## config.mk

```make
export PLATFORM = sky130hd
export DESIGN_NAME = cprs_4_2_err_recover
export DESIGN_NICKNAME = d
export VERILOG_FILES = /design/src/rtl/cprs_4_2_err_recover.sv
export SDC_FILE = /design/constraint.sdc
export NUM_CORES = 1
export LEC_CHECK = 0
export ABC_AREA = 1
export CELL_PAD_IN_SITES_DETAIL_PLACEMENT = 1
export CELL_PAD_IN_SITES_GLOBAL_PLACEMENT = 1
export CORE_MARGIN = 4
export CORE_UTILIZATION = 40
export DETAILED_ROUTE_END_ITERATION = 8
export PLACE_DENSITY = 0.89
export SETUP_SLACK_MARGIN = 0.3
export SYNTH_ARGS = -nofsm -noshare
export SYNTH_HDL_FRONTEND = slang
export SYNTH_SLANG_ARGS = --single-unit
```

## constraint.sdc

```tcl
create_clock -name clk -period 6.16 [get_ports clk]
set_input_delay 1.232 -clock clk [delete_from_list [all_inputs] [get_ports clk]]
set_output_delay 1.232 -clock clk [all_outputs]
set_load 0.02 [all_outputs]
```

## src/rtl/cprs_4_2_err_recover.sv

```systemverilog
// Frame accumulator for a row of 4:2 approximate compressors: sums the approximate
// result and the error-corrected result per frame, counting err bits and beats.
module cprs_4_2_err_recover #(
  parameter int W     = 8,
  parameter int ACC_W = 20,
  parameter int CNT_W = 16
) (
  input  logic             clk,
  input  logic             rst,
  input  logic             in_valid,
  output logic             in_ready,
  input  logic [W-1:0]     in_summ,
  input  logic [W-1:0]     in_carry,
  input  logic [W-1:0]     in_err,
  input  logic             in_last,
  output logic             out_valid,
  input  logic             out_ready,
  output logic [ACC_W-1:0] out_exact,
  output logic [ACC_W-1:0] out_apx,
  output logic [CNT_W-1:0] out_err_cnt,
  output logic [CNT_W-1:0] out_beats
);

  localparam int PW = $clog2(W + 1);
  localparam int SW = ((CNT_W > PW) ? CNT_W : PW) + 1;

  typedef enum logic {ACC, HOLD} state_e;

  state_e             state_q;
  logic [ACC_W-1:0]   exact_q, apx_q;
  logic [CNT_W-1:0]   err_q, beats_q;

  logic [ACC_W-1:0]   beatApx, beatExact;
  logic [ACC_W-1:0]   exact_d, apx_d;
  logic [CNT_W-1:0]   err_d, beats_d;
  logic [PW-1:0]      popCnt;
  logic [SW-1:0]      errSum;
  logic               transfer;

  assign in_ready    = (state_q == ACC) & ~rst;
  assign out_valid   = (state_q == HOLD) & ~rst;
  assign transfer    = in_valid & in_ready;
  assign out_exact   = exact_q;
  assign out_apx     = apx_q;
  assign out_err_cnt = err_q;
  assign out_beats   = beats_q;

  // Each flagged column lost its weight-2 term, so the correction is err shifted by one.
  always_comb begin
    popCnt = '0;
    for (int i = 0; i < W; i++) begin
      popCnt = popCnt + PW'(in_err[i]);
    end
    beatApx   = ACC_W'(in_summ) + (ACC_W'(in_carry) << 1);
    beatExact = beatApx + (ACC_W'(in_err) << 1);
    apx_d     = apx_q + beatApx;
    exact_d   = exact_q + beatExact;
    errSum    = SW'(err_q) + SW'(popCnt);
    err_d     = (errSum > SW'({CNT_W{1'b1}})) ? {CNT_W{1'b1}} : errSum[CNT_W-1:0];
    beats_d   = (beats_q == {CNT_W{1'b1}}) ? beats_q : beats_q + CNT_W'(1);
  end

  always_ff @(posedge clk) begin
    if (rst) begin
      state_q <= ACC;
      exact_q <= '0;
      apx_q   <= '0;
      err_q   <= '0;
      beats_q <= '0;
    end else begin
      unique case (state_q)
        ACC: begin
          if (transfer) begin
            exact_q <= exact_d;
            apx_q   <= apx_d;
            err_q   <= err_d;
            beats_q <= beats_d;
            if (in_last) state_q <= HOLD;
          end
        end
        HOLD: begin
          if (out_ready) begin
            state_q <= ACC;
            exact_q <= '0;
            apx_q   <= '0;
            err_q   <= '0;
            beats_q <= '0;
          end
        end
        default: state_q <= ACC;
      endcase
    end
  end

endmodule

```

==> results.yml, run 1 <==
min_path:
  hold_path_class: "reg -> reg"
clocking:
  cts_sinks: 73
  postCtsSetupBuffers: 0
  tritoncts: "yes"
  cts.path.max_buffers: 2
  cts_buffers: 9
  htreeDepth: 3
  holdBufCountCts: 0
  clock_latency_ps: 350
  root_buffer: "clkbuf_16"
  cts_resized: 0
  path_clk_slew_ps: 60
power:
  power_frac_comb: 0.456
  p_sw_mw: 0.876
  switching_share: 0.408
  p_int_mw: 1.27
  cellPowerDensity_nw_per_um2: 309
  ir_worst_vdd_uv: 159
  clkPwrFrac: 0.275
  p_leak_nw: 3.11
  power_frac_seq: 0.269
  total_power_mw: 2.15
final_layout:
  fin_util: 0.523
  drive_gt1_frac: 0.0478
  final_cell_area_um2: 6950
  syn_to_final_growth_pct: 27.6
  diodes: 0
  multi_input_area_um2: 3450
  regArea_um2: 1460
  fillers: 1768
  fin_nets: 1018
placed_design:
  placed_area_um2: 6620
  place_hpwl_um: 13300
  place_congestion: 0.874
  port_buffers: 102
setup_path:
  cp-end-kind: "register"
  cp-start-kind: "primary input"
  crit_type: "in -> reg"
  cp.arrival_ps: 5140
  required_ps: 6430
  critPathMaxFanout: 10
timing:
  fin_setup_tns_ps: 0
  slew_headroom: 0.552
  setup_violations: 0
  hold_viol: 0
  worst-slew-pin-transition_ps: 671
  rsz0062_at_grt: "no"
  clock.fmax_mhz: 205
  clock_skew_ps: 6.23
  final_max_slew_viol_count: 0
  period_minus_slack_ps: 4870
  fin_crit_sh: 0.790
detailed_routing:
  route.detailed.drc: 0
  ant_nets: 0
  routed_via_density: 5.16
  drtIter0Drc: 241
  wl_per_cell_um: 15.5
  wl_um: 17300
  dr.pass1.iters: 4
  via_count: 5766
synth:
  yosysMostFrequentCell: "nand2_1"
  synth_area_leaders: "dfxtp_1 (27%), nand2_1 (16%), ha_1 (8.3%)"
  ys.warnings.count: 0
  syn-num-nets: 917
  synth_top_area_share: 0.268
  synth-seq-cells: 73
  synth_edf_count: 0
  synth_common_cells: "nand2_1 (233), inv_1 (114), nor2_1 (90), nand3_1 (74), dfxtp_1 (73)"
  synth_flop_cell: "dfxtp_1"
  synth_top_area_cell: "dfxtp_1"
  avgSynthCellArea_um2: 6.51
  yosysSeqAreaShare: 0.268
  async_reset_ff_frac: 0
  post_synth_inst_count: 836
  synth_area_um2: 5450
  synth_cell_type_count: 39
grt:
  grt_usage: 0.227
  grt_antenna_before_repair: 0
  grt_max_degree: 29
  grt_pass1_wl_um: 29200
  grt_pass1_vias: 5984
  grt_remaining_overflow: 0
floorplan:
  core_area_um2: 13300
  die_area_um2: 15500
  initial_core_util: 0.410
  num_io_pins: 103
  rows: 42
  die_w_um: 125
  die_h_um: 125
run:
  maxCapViolations: 0
outcome:
  status: "finished, final reports clean"
==> state kept, by name, summed over array words and instances, names as in the netlist <==
register / count
out_beats: 16
out_err_cnt: 16
state_q: 1
out_apx: 20
out_exact: 20
==> per-layer routing <==
layer / track usage / share of wire / vias to the layer above
li1: - / - / 2880
met4: 0.0722 / 0.024 / 0
met1: 0.264 / 0.43 / 2747
met3: 0.0523 / 0.042 / 37
met2: 0.409 / 0.50 / 102
met5: 0 / 0 / -
==> logic make-up (layout without fill, tap and decap cells) <==
group | count (synthesis) | after routing | share of synthesized area
simple gates | 436 | 436 | 0.342
buf+inv | 134 | 240 | 0.0981
compound gates | 122 | 122 | 0.119
flops | 73 | 73 | 0.268
fa+ha+maj | 52 | 52 | 0.142
xor+xnor | 19 | 19 | 0.0306
==> path summary, 6_finish.rpt <==
check / startpoint / to / slack, ps / cells past startpoint
max: in_err[0] / out_err_cnt[3] / 1290 / 16
min: out_apx[5] / out_apx[5] / 480 / 2
max reg2reg: out_err_cnt[0] / out_err_cnt[3] / 2750 / 14
min reg2reg: out_apx[5] / out_apx[5] / 480 / 2
==> stage by stage <==
stage               hold WS (ps)  std cells  worst slack (ps)
floorplan                    542        836              1920
global placement             461       1102              1180
detailed placement           466       1102               965
CTS                          476       1118              1290
global route                 501       1118              1030
finish                       476       1118              1290
==> cell type report <==
cell class	count	share of cell area
clock buffers	12	0.0369
clock inverters	4	0.0106
inverters	120	0.0652
multi-input cells	629	0.496
flip-flops and latches	73	0.210
well taps	176	0.0317
repair buffers	104	0.149
==> cell usage in the layout, fill, tap and decap left out, types with 3 or more instances in the layout <==
| cell type | instances |
|---|---|
| a21oi_1 | 63 |
| clkbuf_16 | 9 |
| clkdlybuf4s50_1 | 102 |
| dfxtp_1 | 73 |
| fa_1 | 16 |
| ha_1 | 36 |
| inv_1 | 114 |
| inv_2 | 5 |
| nand2_1 | 233 |
| nand2_2 | 4 |
| nand3_1 | 74 |
| nand3_2 | 4 |
| nand3b_1 | 4 |
| nand4_1 | 9 |
| nor2_1 | 90 |
| nor2_2 | 5 |
| nor2_4 | 3 |
| nor3_1 | 4 |
| o21ai_0 | 35 |
| o21ai_1 | 10 |
| o21bai_1 | 4 |
| or2_2 | 3 |
| xor2_1 | 17 |
==> worst max-delay path, cell delays in order <==
cell and delay [ps]:
clkdlybuf4s50_1 450, fa_1 560, inv_1 50, fa_1 500
fa_1 450, fa_1 400, inv_1 150, fa_1 240
nand2_1 70, nand2_1 80, nand2_2 90, nor2_2 200
nand3_2 240, inv_1 190, o21ai_1 80, a21oi_1 160
==> power groups by stage <==
stage / combinational [mW] / sequential [mW] / clock (mW)
finish: 0.980 / 0.577 / 0.591
global route: 1.10 / 0.585 / 0.621
CTS: 0.982 / 0.578 / 0.603
detailed placement: 0.966 / 0.588 / 0
global placement: 0.915 / 0.586 / 0
floorplan: 0.587 / 0.635 / 0
(Power assumes the default switching activity.)
==> inputs of run 2 (changes only) <==
CORE_UTILIZATION = 37   (was 40)
PLACE_DENSITY = 0.83   (was 0.89)
clock period = 5 ns   (was 6.16 ns; I/O delays follow)
==> run 2 against run 1 <==
Net effect:
- critical path depth unchanged
- sequential power increased by 23%
- clock skew increased by 0.89 ps
- non-clock buffer count up 1
- first-iteration DRC count shrank 32%
- worst hold slack worse by 1.8 ps
- die area grew 7.6%
- critical path type unchanged
- critical endpoint unchanged
==> results.yml, run 2 (synthesis gave the netlist of run 1 again) <==
outcome:
  status: "finished, final reports clean"
detailed_routing:
  dr.pass1.iters: 4
  via_count: 5682
  drtIter0Drc: 165
  wl_um: 16800
  routed_via_density: 5.04
  ant_nets: 0
  route.detailed.drc: 0
  wl_per_cell_um: 14.9
setup_path:
  cpMaxStageDelayCell: "fa_1"
  path_buf_inv: 4
  cp-start-kind: "primary input"
  cpPeakStageDelay_ps: 560
  r2r_cells: 14
  worstPathCellList: "clkdlybuf4s50_1 > fa_1 > inv_1 > fa_1 > fa_1 > fa_1 > inv_1 > fa_1 > nand2_1 > nand2_1 > nand2_2 > nor2_2 > nand3_4 > inv_1 > o21ai_1 > a21oi_1"
  crit_type: "in -> reg"
  required_ps: 5270
  critPathMaxFanout: 10
  crit_top_cell: "fa_1"
  r2r_slack_ps: 1820
  cp.arrival_ps: 4660
  r2r_end: "out_err_cnt[3]"
  rr_startpoint: "out_err_cnt[0]"
  cp-end-kind: "register"
  cp_top_family: "adder cells"
power:
  power_frac_seq: 0.273
  clkPwrFrac: 0.273
  p_int_mw: 1.55
  cellPowerDensity_nw_per_um2: 373
  ir_worst_vdd_uv: 196
  switching_share: 0.404
  power_frac_comb: 0.454
  p_sw_mw: 1.05
  total_power_mw: 2.60
  p_leak_nw: 3.11
timing:
  slew_headroom: 0.551
  worst-slew-pin-transition_ps: 673
  clock_skew_ps: 7.11
  fin_crit_sh: 0.878
  hold_viol: 0
  period_minus_slack_ps: 4390
  clock.fmax_mhz: 228
  fin_setup_tns_ps: 0
  final_max_slew_viol_count: 0
  rsz0062_at_grt: "no"
  setup_violations: 0
clocking:
  clock_latency_ps: 350
  htreeDepth: 3
  cts_resized: 0
  cts_buffers: 9
  cts_sinks: 73
  cts.path.max_buffers: 2
  root_buffer: "clkbuf_16"
  tritoncts: "yes"
  holdBufCountCts: 0
  postCtsSetupBuffers: 0
  path_clk_slew_ps: 60
final_layout:
  fillers: 1933
  final_common_cell: "nand2_1"
  mostFrequentLayoutCells: "nand2_1 (233), inv_1 (114), clkdlybuf4s50_1 (102), nor2_1 (90), nand3_1 (74)"
  syn_to_final_growth_pct: 27.9
  fin_nets: 1019
  diodes: 0
  drive_gt1_frac: 0.0488
floorplan:
  initial_core_util: 0.376
  die_area_um2: 16700
  num_io_pins: 103
  rows: 44
  die_h_um: 129
  core_area_um2: 14500
  die_w_um: 129
min_path:
  hp-start: "out_apx[8]"
  whs_path_depth: 2
  min_to: "out_apx[8]"
  hold_path_class: "reg -> reg"
grt:
  grt_pass1_wl_um: 28200
  grt_antenna_before_repair: 0
  grt_usage: 0.209
  grt_pass1_vias: 5965
  grt_max_degree: 29
  grt_remaining_overflow: 0
run:
  maxCapViolations: 0
placed_design:
  port_buffers: 102
  place_congestion: 0.862
  place_hpwl_um: 13100
-- run 2: power by group through the flow --
stage               registers, mW  logic, mW  clock network, mW
finish                      0.710       1.18              0.708
global route                0.721       1.34              0.749
floorplan                   0.782      0.723                  0
detailed placement          0.723       1.17                  0
global placement            0.723       1.14                  0
CTS                         0.711       1.19              0.728
-- run 2: cell type report --
cell class,instances,area [um^2],share of cell area
tap,184,230,0.0330
sequential,73,1460,0.210
clock buffer,11,243,0.0348
multi-input combinational,629,3460,0.496
clock inverter,5,78.8,0.0113
inverter,120,453,0.0650
timing repair buffer,105,1040,0.150
-- run 2: worst reg2reg max path, delay by kind of cell (launching register included) --
family / cells / cell delay [ps]
adder cells (fa/ha/maj): 4 / 1540
buffers and inverters: 3 / 380
flip-flops: 1 / 380
AND/OR/NAND/NOR: 5 / 620
AO/OA/AOI/OAI: 2 / 200
-- run 2: worst max-delay path by stage --
stage / cells after the start / start / to
CTS: 16 / in_err[0] / out_err_cnt[3]
global placement: 16 / in_err[0] / out_err_cnt[3]
finish: 16 / in_err[0] / out_err_cnt[3]
floorplan: 15 / in_err[0] / out_err_cnt[3]
detailed placement: 16 / in_err[0] / out_err_cnt[3]
global route: 16 / in_err[0] / out_err_cnt[3]
-- run 2: routing by layer --
metal | GRT usage | wire length (um)
met5 | 0 | 0
met4 | 0.0550 | 233
met3 | 0.0408 | 719
met2 | 0.373 | 8300
met1 | 0.257 | 7580
-- run 2: metrics by stage --
stage	cells	utilization	setup slack (ps)	hold slack [ps]	area (um^2)
after floorplan	836	-	992	542	5450
after global placement	1111	0.458	243	460	6640
after detailed placement	1111	0.458	194	470	6640
after CTS	1127	0.481	545	479	6960
after global routing	1127	0.481	323	509	6970
final	1127	0.481	608	474	6970
